[src/rtl/sample_iterator.sv]
// sample_iterator: walks every sample position of a triangle's bounding box, row-major, ll to ur.
// Latency: first sample one cycle after acceptance, then one sample per cycle. Optional macro DOWNSTREAM_HALT_EN.
// Backpressure: halt_RnnnnH stalls upstream while iterating; with DOWNSTREAM_HALT_EN, halt_R14H freezes everything.
module sample_iterator #(
    parameter int SIGFIG = 24,
    parameter int RADIX  = 10,
    parameter int VERTS  = 3,
    parameter int AXIS   = 3,
    parameter int COLORS = 3
) (
    input  logic                                   clk,
    input  logic                                   rst,
    input  logic [VERTS-1:0][AXIS-1:0][SIGFIG-1:0] tri_R13S,
    input  logic [COLORS-1:0][SIGFIG-1:0]          color_R13U,
    input  logic [1:0][1:0][SIGFIG-1:0]            box_R13S,
    input  logic                                   validTri_R13H,
    input  logic [3:0]                             subSample_RnnnnU,
`ifdef DOWNSTREAM_HALT_EN
    input  logic                                   halt_R14H,
`endif
    output logic                                   halt_RnnnnH,
    output logic [VERTS-1:0][AXIS-1:0][SIGFIG-1:0] tri_R14S,
    output logic [COLORS-1:0][SIGFIG-1:0]          color_R14U,
    output logic [1:0][SIGFIG-1:0]                 sample_R14S,
    output logic                                   validSamp_R14H
);

    typedef enum logic {WAIT, TEST} state_t;

    localparam logic [SIGFIG:0] ONE_PX = {{SIGFIG{1'b0}}, 1'b1} << RADIX;

    state_t                                 state_q;
    logic [VERTS-1:0][AXIS-1:0][SIGFIG-1:0] tri_q;
    logic [COLORS-1:0][SIGFIG-1:0]          color_q;
    logic [1:0][SIGFIG-1:0]                 sample_q;
    logic [1:0][SIGFIG-1:0]                 ll_q;
    logic [1:0][SIGFIG-1:0]                 ur_q;
    logic [SIGFIG:0]                        step_q;
    logic [SIGFIG:0]                        step_d;
    logic                                   valid_q;

    logic signed [SIGFIG:0] next_x_d;
    logic signed [SIGFIG:0] next_y_d;
    logic                   x_fits;
    logic                   y_fits;
    logic                   box_inv;
    logic                   freeze;

`ifdef DOWNSTREAM_HALT_EN
    assign freeze      = halt_R14H;
    assign halt_RnnnnH = (state_q == TEST) | halt_R14H;
`else
    assign freeze      = 1'b0;
    assign halt_RnnnnH = (state_q == TEST);
`endif

    always_comb begin
        step_d = ONE_PX;
        case (subSample_RnnnnU)
            4'b1000: step_d = ONE_PX;
            4'b0100: step_d = ONE_PX >> 1;
            4'b0010: step_d = ONE_PX >> 2;
            4'b0001: step_d = ONE_PX >> 3;
            default: step_d = ONE_PX;
        endcase
    end

    // One extra bit of headroom so a step past the positive limit compares as larger, not wrapped.
    assign next_x_d = $signed({sample_q[0][SIGFIG-1], sample_q[0]}) + $signed(step_q);
    assign next_y_d = $signed({sample_q[1][SIGFIG-1], sample_q[1]}) + $signed(step_q);
    assign x_fits   = next_x_d <= $signed({ur_q[0][SIGFIG-1], ur_q[0]});
    assign y_fits   = next_y_d <= $signed({ur_q[1][SIGFIG-1], ur_q[1]});

    assign box_inv  = ($signed(box_R13S[1][0]) < $signed(box_R13S[0][0])) ||
                      ($signed(box_R13S[1][1]) < $signed(box_R13S[0][1]));

    always_ff @(posedge clk) begin
        if (rst) begin
            state_q  <= WAIT;
            tri_q    <= '0;
            color_q  <= '0;
            sample_q <= '0;
            ll_q     <= '0;
            ur_q     <= '0;
            step_q   <= '0;
            valid_q  <= 1'b0;
        end else if (!freeze) begin
            case (state_q)
                WAIT: begin
                    if (validTri_R13H) begin
                        tri_q    <= tri_R13S;
                        color_q  <= color_R13U;
                        step_q   <= step_d;
                        ll_q     <= box_R13S[0];
                        // An inverted box collapses to ll so exactly one sample is emitted.
                        ur_q     <= box_inv ? box_R13S[0] : box_R13S[1];
                        sample_q <= box_R13S[0];
                        valid_q  <= 1'b1;
                        state_q  <= TEST;
                    end else begin
                        valid_q  <= 1'b0;
                    end
                end
                TEST: begin
                    if (x_fits) begin
                        sample_q[0] <= next_x_d[SIGFIG-1:0];
                    end else if (y_fits) begin
                        sample_q[0] <= ll_q[0];
                        sample_q[1] <= next_y_d[SIGFIG-1:0];
                    end else begin
                        valid_q <= 1'b0;
                        state_q <= WAIT;
                    end
                end
                default: begin
                    valid_q <= 1'b0;
                    state_q <= WAIT;
                end
            endcase
        end
    end

    assign tri_R14S       = tri_q;
    assign color_R14U     = color_q;
    assign sample_R14S    = sample_q;
    assign validSamp_R14H = valid_q;

endmodule

[config.mk]
export PLATFORM = sky130hd
export DESIGN_NAME = sample_iterator
export DESIGN_NICKNAME = d
export VERILOG_FILES = /design/src/rtl/sample_iterator.sv
export SDC_FILE = /design/constraint.sdc
export NUM_CORES = 1
export LEC_CHECK = 0
export ABC_AREA = 1
export ABC_CLOCK_PERIOD_IN_PS = 4800
export CAP_MARGIN = 10
export CORE_AREA = 2 2 281 283
export CTS_BUF_LIST = sky130_fd_sc_hd__clkbuf_8
export DETAILED_ROUTE_END_ITERATION = 16
export DIE_AREA = 0 0 283 285
export PLACE_DENSITY_LB_ADDON = 0.08
export RECOVER_POWER = 100
export REMOVE_ABC_BUFFERS = 1
export SLEW_MARGIN = 25
export SYNTH_ARGS = -nofsm -noshare
export SYNTH_HDL_FRONTEND = slang
export SYNTH_SLANG_ARGS = --single-unit
[constraint.sdc]
create_clock -name clk -period 4.8 [get_ports clk]
set_input_delay 0.72 -clock clk [delete_from_list [all_inputs] [get_ports clk]]
set_output_delay 0.72 -clock clk [all_outputs]
set_load 0.05 [all_outputs]
Word-level counts from Yosys, hierarchy flattened
Index checks and enable logic that the tools add are counted.
{ "op_classes": {"n_lt_le_gt_ge": 4, "n_bitwise": 1, "n_eq_ne": 8, "add_sub_neg": 2, "n_mux": 14, "reduce_logical": 5} }
{ "op_table": {"columns": ["operator", "count"], "rows": [
  ["two-way mux 48 bit", 3],
  ["one-hot mux 48 bit (2 select lines)", 1],
  ["adder 24 x 25 -> 25 bit", 2],
  ["<= comparator 25 x 24 -> 1 bit", 2],
  ["< comparator 24 bit", 2],
  ["two-way mux 24 bit", 2],
  ["one-hot mux 11 bit (3 select lines)", 1],
  ["!= test 2 bit, second input constant", 3],
  ["AND reduction 2 bit", 3],
  ["two-way mux 1 bit", 5],
  ["== test 4 x 1 -> 1 bit, second input constant", 1],
  ["== test 4 x 2 -> 1 bit, second input constant", 1],
  ["== test 4 x 3 -> 1 bit, second input constant", 1],
  ["one-hot mux 1 bit (2 select lines)", 2],
  ["!= test 3 x 1 -> 1 bit, second input constant", 1],
  ["AND reduction 3 bit", 1],
  ["!= test 2 x 1 -> 1 bit, second input constant", 1],
  ["logical OR 1 bit", 1],
  ["inverter 1 bit", 1]
]} }
{ "word_totals": {"regBits": 435, "output_inout_bits": 338} }

Logic depth before layout (Yosys ltp)
Gate-level depths: netlist of run 1.
{ "logic_depth": {"ltp_word": 5, "mapped_depth": 28, "ltp_nobuf": 26} }

Worst setup path before layout of run 1
No wires, ideal clock.
{ "synth_timing": {"kind": "register -> register", "start": "register sample_q (netlist bit sample_R14S[7])", "end": "register sample_q (netlist bit sample_R14S[10])", "n_path_buf": 2, "synth_period_minus_slack_ps": 3852, "arrival_time_ps": 3740, "path_slack_ps": 948, "path_stages_with_launch": 29, "path_cell_list": "dfxtp_1 ha_1 inv_1 fa_1 nand3b_1 nand2_1 nand2_1 nor2_1 nand3_1 nor2_1 nand2_1 nand2_1 inv_1 ha_1 nand2_2 nor2_2 nand4_1 nor2_1 nand2_1 nand2_1 nand2_2 nand2_4 nand2_2 buf_6 nand3_4 buf_6 nand2_1 nor2_1 nor2_1"} }
{ "synth_between": {"elab_chain_cells": 4, "word_cells_on_any_way": 6, "classes_between": "add/sub: 1; order compare: 1; eq/ne: 1; mux: 2; reduce/logical: 1"} }
{ "synth_lines": {"columns": ["element", "line", "source"], "rows": [
  ["start: declaration", "35", "logic [1:0][SIGFIG-1:0] sample_q;"],
  ["start signal: assignment", "97", "sample_q <= box_R13S[0];"],
  ["adder 24 x 25 -> 25 bit *", "69", "assign next_x_d = $signed({sample_q[0][SIGFIG-1], sample_q[0]}) + $signed(step_q);"],
  ["<= comparator 25 x 24 -> 1 bit", "71", "assign x_fits = next_x_d <= $signed({ur_q[0][SIGFIG-1], ur_q[0]});"],
  ["two-way mux 24 bit or != test 3 x 1 -> 1 bit (tied branches)", null, null],
  ["one-hot mux 48 bit (2 select lines) or AND reduction 2 bit (tied branches)", null, null]
]} }
Mark *: on every way between the ends. The rest lies on a longest branch, timed or not.
A chain may end at the register's enable or synchronous reset.

Worst setup path after layout of run 1
{ "layout_timing": {"start": "register state_q, in the netlist halt_RnnnnH", "end": "register tri_q (netlist bit tri_R14S[201])"} }
{ "layout_between": {"elab_chain_cells": 2} }
{ "layout_lines": {"columns": ["element", "line", "source"], "rows": [
  ["start: declaration", "32", "state_t state_q;"],
  ["start signal: assignment", "79", "state_q <= WAIT;"],
  ["start signal: assignment", "99", "state_q <= TEST;"],
  ["start signal: assignment", "112", "state_q <= WAIT;"],
  ["inverter 1 bit (no source line)", null, null],
  ["AND reduction 2 bit (no source line)", null, null],
  ["end signal: assignment", "91", "tri_q <= tri_R13S;"],
  ["end: declaration", "33", "logic [VERTS-1:0][AXIS-1:0][SIGFIG-1:0] tri_q;"]
]} }
Every way passes these cells.

==> metrics.cfg, run 1 <==
[run_status]
status = finished, violations left
violations = capacitance limit, slew limit

[sta]
hold_viol_final = 0
slew_viol_final = 315
finClkSkew_ns = 0.0286
rsz0062_at_grt = false
clock.fmax_mhz = 231
max_slew_margin = -0.680
period_minus_slack_ns = 4.33
min_period_over_period = 0.902
tightest_slew_ns = 2.52
setup_viol = 0

[pwr]
swShare = 0.480
pwr-share-seq = 0.281
clkPwrFrac = 0.219
pwr-share-comb = 0.500
p_leak_uw = 0.0134
p_sw_uw = 8140
intPower_uw = 8830
power_density_nw_per_um2 = 578
ir_worst_vdd_mv = 0.269

[clock_tree]
htree_levels = 3
cts_sinks = 414
cts_resized = 0
cts.clk_slew.worst_paths_ns = 0.06
clock_latency_ns = 0.67
cts_hold_buffers = 0
numCtsBuffers = 83
post_cts_buffers = 0
clockRootBuffer = clkbuf_8
cts_tree = done
clock_path_buffers = 3

[synth]
avgSynthCellArea_sq_um = 6.93
syn_inst = 2817
ys_top_cells_by_count = nor2_1 (713), nand2_1 (417), dfxtp_1 (414)
synth_flop_cell = dfxtp_1
synth_area_leader_cell = dfxtp_1
ys_seq_area_frac = 0.425
synthTopCellsByArea = dfxtp_1 (42%), nor2_1 (14%), o21ai_0 (8.5%)
synth_most_common_cell = nor2_1
synth_top_area_frac = 0.425
netlist_area_sq_um = 19500
postSynth.asyncResetShare = 0
synth-edff-count = 0
synth-seq-cells = 414
ys_warn_count = 0
ys_types = 36

[critical_path]
crit_path_end_kind = register
worstPathRequired_ns = 5.33
crit_fanout = 123
crit_type = register to register
cp.arrival_ns = 4.86
startpoint_type = register

[floorplan]
fp.coreArea_sq_um = 78000
fp.dieW_microns = 283
initial_core_util = 0.250
die_height_microns = 285
pin_count = 729
die_area_sq_um = 80700
fp-row-count = 103

[drt]
met1Wirelength_microns = 38200
drt_first_iter_violations = 1241
dr_wl_met2_microns = 45400
wl_met3_microns = 5290
top_layer = met5
routed_wl_microns = 90600
vias = 20900
routedWlPerCell_microns = 19.7
vias_per_cell = 4.55
drc = 0
dr.pass1.iters = 5
antenna_left = 0

[finish]
final_util = 0.376
syn2layout_area_growth_pct = 50.4
stdcell_area_sq_um = 29300
nets = 3980
drive_gt1_frac = 0.0435

[global_route]
grt_usage = 0.217
grt_first_pass_wirelength_microns = 134000
grt_pass1_vias = 20600
grt_start_max_net_pins = 145
antenna_found_initial = 12
grt_overflow = 0

[run]
maxCapViolations = 3

[placed_design]
port_buffers = 728
gp_congestion = 0.861
postPlaceCellArea_sq_um = 27700
hpwl_microns = 67300

[worst_hold_path]
hold_path.class = register to register

## stage by stage
stage                     instances  TNS [ns]  worst slack (ns)  hold WS, ns  power (uW)
after floorplan                2645  -5171.80            -13.93        0.432       10400
after global placement         4448         0             0.765        0.451       13600
after detailed placement       4448         0             0.651        0.451       13600
after CTS                      4592         0             0.598        0.462       17500
after global routing           4599         0            0.0692        0.480       18100
final                          4602         0             0.472        0.457       17000
## placed cells by master, fill, tap and decap left out, types with 2 or more instances in the layout
cell type        netlist  layout
clkbuf_8               0     106
nand4_1               29      29
buf_4                  2      18
clkinv_8               0       3
xor2_1                15      15
dlygate4sd3_1          0     338
clkbuf_2               0       2
and2_1                 2       2
a21oi_1              132     132
nor4_1                 3       3
buf_12                 0       3
o21ai_0              330     330
clkinvlp_4             0       2
nor3_1                13      13
a21o_1                 6       6
inv_1                258     285
ha_1                 104     104
nand2_1              417     415
dfxtp_1              414     414
a211oi_1              20      20
nand2_2                4       5
diode_2                0      10
fa_1                   2       2
nand3_1              155     156
inv_12                 0       2
nor2_1               713     713
clkinv_2               0       2
clkdlybuf4s50_1        0     389
o21a_1                 2       2
nand3b_1              14      14
nand2_4                1       2
buf_8                  0       2
## worst max-delay path: stages, from the launching register on
cell and delay, ns:
dfxtp_1 0.53, inv_1 0.14, nand2_4 0.41, clkinvlp_4 1.79
buf_8 0.83, nor2_1 0.23, nor2_1 0.06
## final timing paths
kind | from | to | slack (ns) | depth (start not counted)
worst max-delay path | halt_RnnnnH | tri_R14S[201] | 0.47 | 6
worst min-delay path | ll_q[11] | ll_q[11] | 0.46 | 2
worst max register to register | halt_RnnnnH | tri_R14S[201] | 0.47 | 6
worst min register to register | ll_q[11] | ll_q[11] | 0.46 | 2
## state kept, by name (all words and copies together), names as in the netlist
signal	count
halt_RnnnnH	1
validSamp_R14H	1
tri_R14S	216
ll_q	24
ur_q	48
color_R14U	72
step_q	4
sample_R14S	48
## layer usage
layer	global-route usage	vias up
met2	0.386	601
met5	0	-
met3	0.0485	106
met1	0.262	9883
met4	0.0577	2
li1	-	10400
## power by group through the flow
| stage | Combinational [uW] | Clock [uW] | Sequential, uW |
|---|---|---|---|
| 2_1_floorplan | 3310 | 0 | 7060 |
| 3_3_place_gp | 8740 | 0 | 4850 |
| 3_5_place_dp | 8760 | 0 | 4860 |
| 4_1_cts | 8800 | 3880 | 4800 |
| 5_1_grt | 9220 | 4040 | 4860 |
| 6_report | 8480 | 3720 | 4760 |
## cells by family after synthesis
kind of cell / after synthesis / synth area share
adder cells (fa/ha/maj): 106 / 0.0687
AO/OA/AOI/OAI: 494 / 0.131
buffers and inverters: 430 / 0.0868
XOR/XNOR: 16 / 0.00718
AND/OR/NAND/NOR: 1357 / 0.282
flip-flops: 414 / 0.425
## cell type report
type	count	area, sq um
antenna	10	25.0
clock inverter	38	238
sequential	414	8290
tap	1050	1310
inverter	258	980
fill	8263	48600
timing repair buffer	753	7520
clock buffer	106	1460
multi-input combinational	1973	9530
Power figures use the tool's default switching activity.
==> run 2, diff against run 1 <==
--- a/config.mk
+++ b/config.mk
@@ -14,2 +14,3 @@
 export DIE_AREA = 0 0 283 285
+export GPL_TIMING_DRIVEN = 0
 export PLACE_DENSITY_LB_ADDON = 0.08
==> constraint.sdc (replaced) <==
create_clock -name clk -period 4.8 [get_ports clk]
set_input_delay 0.96 -clock clk [delete_from_list [all_inputs] [get_ports clk]]
set_output_delay 0.96 -clock clk [all_outputs]
set_load 0.05 [all_outputs]
==> run 2 against run 1 <==
Compared with the run above:
- the flow still finishes with violations (capacitance limit, slew limit)
- clock skew increased by 0.0098 ns
- non-clock buffer count decreased by 4
- cell count is essentially flat
- highest routed layer unchanged
- die area unchanged
- final area rose by 0.88%
- largest power group unchanged
- count of clock-buffer cells in the layout increased by 2
- worst hold slack better by 0.0054 ns
- fmax fell by 3.1%
- sequential cell count stayed put
- global-route usage shrank 0.51 points
- power up 1.1%
- combinational power increased by 2%
==> metrics.cfg, run 2 (synthesis results as in run 1) <==
[pwr]
p_leak_uw = 0.0135  ; was 0.0134 uW
power_density_nw_per_um2 = 580  ; was 578 nW/um^2
pwr-share-seq = 0.279  ; was 0.281
p_total_uw = 17200  ; was 17000 uW
p_sw_uw = 8270  ; was 8140 uW
pwr-share-comb = 0.503  ; was 0.500
clkPwrFrac = 0.218  ; was 0.219
ir_worst_vdd_mv = 0.284  ; was 0.269 mV
swShare = 0.482  ; was 0.480
intPower_uw = 8900  ; was 8830 uW

[critical_path]
cpMostUsedCell = nand2_1  ; was nor2_1
worstPathRequired_ns = 5.37  ; was 5.33 ns
critPathMaxStageDelay_ns = 0.40  ; was 1.79 ns
slowest_stage = fa_1  ; was clkinvlp_4
path_delay_family = simple AND/OR/NAND/NOR gates  ; was buffers and inverters
crit_fanout = 22  ; was 123
startpoint_type = register  ; unchanged
crit_path_end_kind = register  ; unchanged
worst-r2r-setup-slack_ns = 0.33  ; was 0.47 ns
path_buf_inv = 4  ; was 3
crit_type = register to register  ; unchanged
cp.arrival_ns = 5.04  ; was 4.86 ns

[drt]
vias = 20800  ; was 20.9k
wl_met3_microns = 5660  ; was 5290 microns
dr.pass1.iters = 5  ; unchanged
routedWlPerCell_microns = 19.5  ; was 19.7 microns
met1Wirelength_microns = 37600  ; was 38200 microns
drt_first_iter_violations = 1259  ; was 1241
routed_wl_microns = 89500  ; was 90600 microns
drc = 0  ; unchanged
dr_wl_met2_microns = 44100  ; was 45400 microns
vias_per_cell = 4.52  ; was 4.55
antenna_left = 0  ; unchanged
top_layer = met5  ; unchanged

[sta]
rsz0062_at_grt = false  ; unchanged
min_period_over_period = 0.930  ; was 0.902
max_slew_margin = -0.445  ; was -0.680
clock.fmax_mhz = 224  ; was 231 MHz
setup_viol = 0  ; unchanged
tightest_slew_ns = 2.16  ; was 2.52 ns
hold_viol_final = 0  ; unchanged
slew_viol_final = 62  ; was 315
finClkSkew_ns = 0.0384  ; was 0.0286 ns
period_minus_slack_ns = 4.47  ; was 4.33 ns

[global_route]
grt_usage = 0.212  ; was 0.217
antenna_found_initial = 15  ; was 12
grt_start_max_net_pins = 121  ; was 145
grt_overflow = 0  ; unchanged
grt_first_pass_wirelength_microns = 131000  ; was 134000 microns
grt_pass1_vias = 20000  ; was 20.6k

[finish]
drive_gt1_frac = 0.0471  ; was 0.0435
final_util = 0.380  ; was 0.376
syn2layout_area_growth_pct = 51.7  ; was 50.4%
nets = 3979  ; was 3980
largest_reg_flops = 216  ; unchanged
filler_cell_count = 8224  ; was 8263
layout_commonest_cell = nor2_1  ; unchanged
layout_common_cells = nor2_1 (712), nand2_1 (413), dfxtp_1 (413), clkdlybuf4s50_1 (389), dlygate4sd3_1 (338)  ; was nor2_1 (713), nand2_1 (415), dfxtp_1 (414), clkdlybuf4s50_1 (389), dlygate4sd3_1 (338)

[floorplan]
fp.coreArea_sq_um = 78000  ; unchanged
die_height_microns = 285  ; unchanged
die_area_sq_um = 80700  ; unchanged
initial_core_util = 0.250  ; unchanged
fp.dieW_microns = 283  ; unchanged
pin_count = 729  ; unchanged
fp-row-count = 103  ; unchanged

[worst_hold_path]
hold_path.class = register to register  ; unchanged

[clock_tree]
cts_sinks = 414  ; unchanged
clock_path_buffers = 3  ; unchanged
htree_levels = 3  ; unchanged
cts.clk_slew.worst_paths_ns = 0.06  ; about the same
numCtsBuffers = 83  ; unchanged
clock_latency_ns = 0.67  ; about the same
clockRootBuffer = clkbuf_8  ; unchanged
cts_tree = done  ; unchanged

[run_status]
violations = capacitance limit, slew limit  ; unchanged
status = finished, violations left  ; unchanged

[placed_design]
port_buffers = 728  ; unchanged
gp_congestion = 0.891  ; was 0.861
hpwl_microns = 65600  ; was 67300 microns

[run]
maxCapViolations = 1  ; was 3

[run 2: cell types whose count changed in the layout (fill, tap and decap cells not counted), sizes merged]
cell | before | now
buf | 24 | 16
clkinv | 5 | 11
inv | 288 | 284
bufinv | 1 | 0
nand2 | 422 | 424
nand3 | 157 | 158
diode | 10 | 6
clkinvlp | 2 | 0
clkbuf | 108 | 113
dlymetal6s2s | 0 | 1
[run 2: power groups by stage]
stage          clock network [uW]  registers, uW  logic, uW
2_1_floorplan                   0           7060       3310
3_3_place_gp                    0           4720       7860
3_5_place_dp                    0           4890       8680
4_1_cts                      3900           4830       8770
5_1_grt                      4040           4890       9380
6_report                     3740           4790       8630
[run 2: per-stage QoR]
stage	setup slack, ns	cells	TNS [ns]	hold WS, ns	cell area, sq um
floorplan	-13.93	2645	-5171.80	0.432	18800
finish	0.334	4598	0	0.462	29600
detailed placement	-1.19	4439	-38.79	0.451	27800
global placement	-40.45	4423	-	0.440	27400
CTS	0.114	4584	0	0.460	29600
global route	0.0258	4596	0	0.481	29600
[run 2: worst paths after layout]
path,from,endpoint,cells past startpoint
setup / recovery,step_q[7],sample_R14S[17],25
hold / removal,ll_q[21],ll_q[21],2
hold reg to reg,ll_q[21],ll_q[21],2
setup reg to reg,step_q[7],sample_R14S[17],25
[run 2: metal layers]
layer | global-route usage | vias up
met5 | 0 | -
met4 | 0.0621 | 16
met3 | 0.0553 | 121
met2 | 0.373 | 582
met1 | 0.252 | 9704
li1 | - | 10400
[run 2: final cells by class]
type	instances	area, sq um	area share
Inverter	258	986	0.0333
Clock inverter	37	213	0.00718
Antenna cell	6	15.0	0.000507
Tap cell	1050	1310	0.0444
Timing Repair Buffer	749	7630	0.258
Clock buffer	108	1490	0.0502
Multi-Input combinational cell	1976	9670	0.327
Sequential cell	414	8290	0.280
[run 2: timing repair]
item / 4_1_cts / 5_1_grt
cloned: 0 / 3
hold buffers: 0 / 0
resized for setup: 8 / 4
hold endpoints to repair: 0 / 0
buffers inserted: 0 / 5
pin swaps: 0 / 3
endpoints found under the setup margin: 43 / 43
[run 2: worst reg2reg max path, cell delays in order (launching register included)]
cell and delay (ns):
dfxtp_1 0.37, ha_1 0.19, inv_1 0.05, fa_1 0.40, nand3b_1 0.28, nand2_1 0.18
nand2_1 0.09, nor2_1 0.21, nand3_1 0.16, xor2_1 0.32, inv_1 0.08, ha_1 0.27
nand2_1 0.07, inv_1 0.08, nand3_1 0.06, nor3_1 0.20, a21oi_2 0.12, nand2_1 0.11
nand2_4 0.19, nand2_8 0.16, nand2_8 0.18, nand3_4 0.22, buf_4 0.18, nand2_1 0.06
nor2_1 0.09, nor2_1 0.05
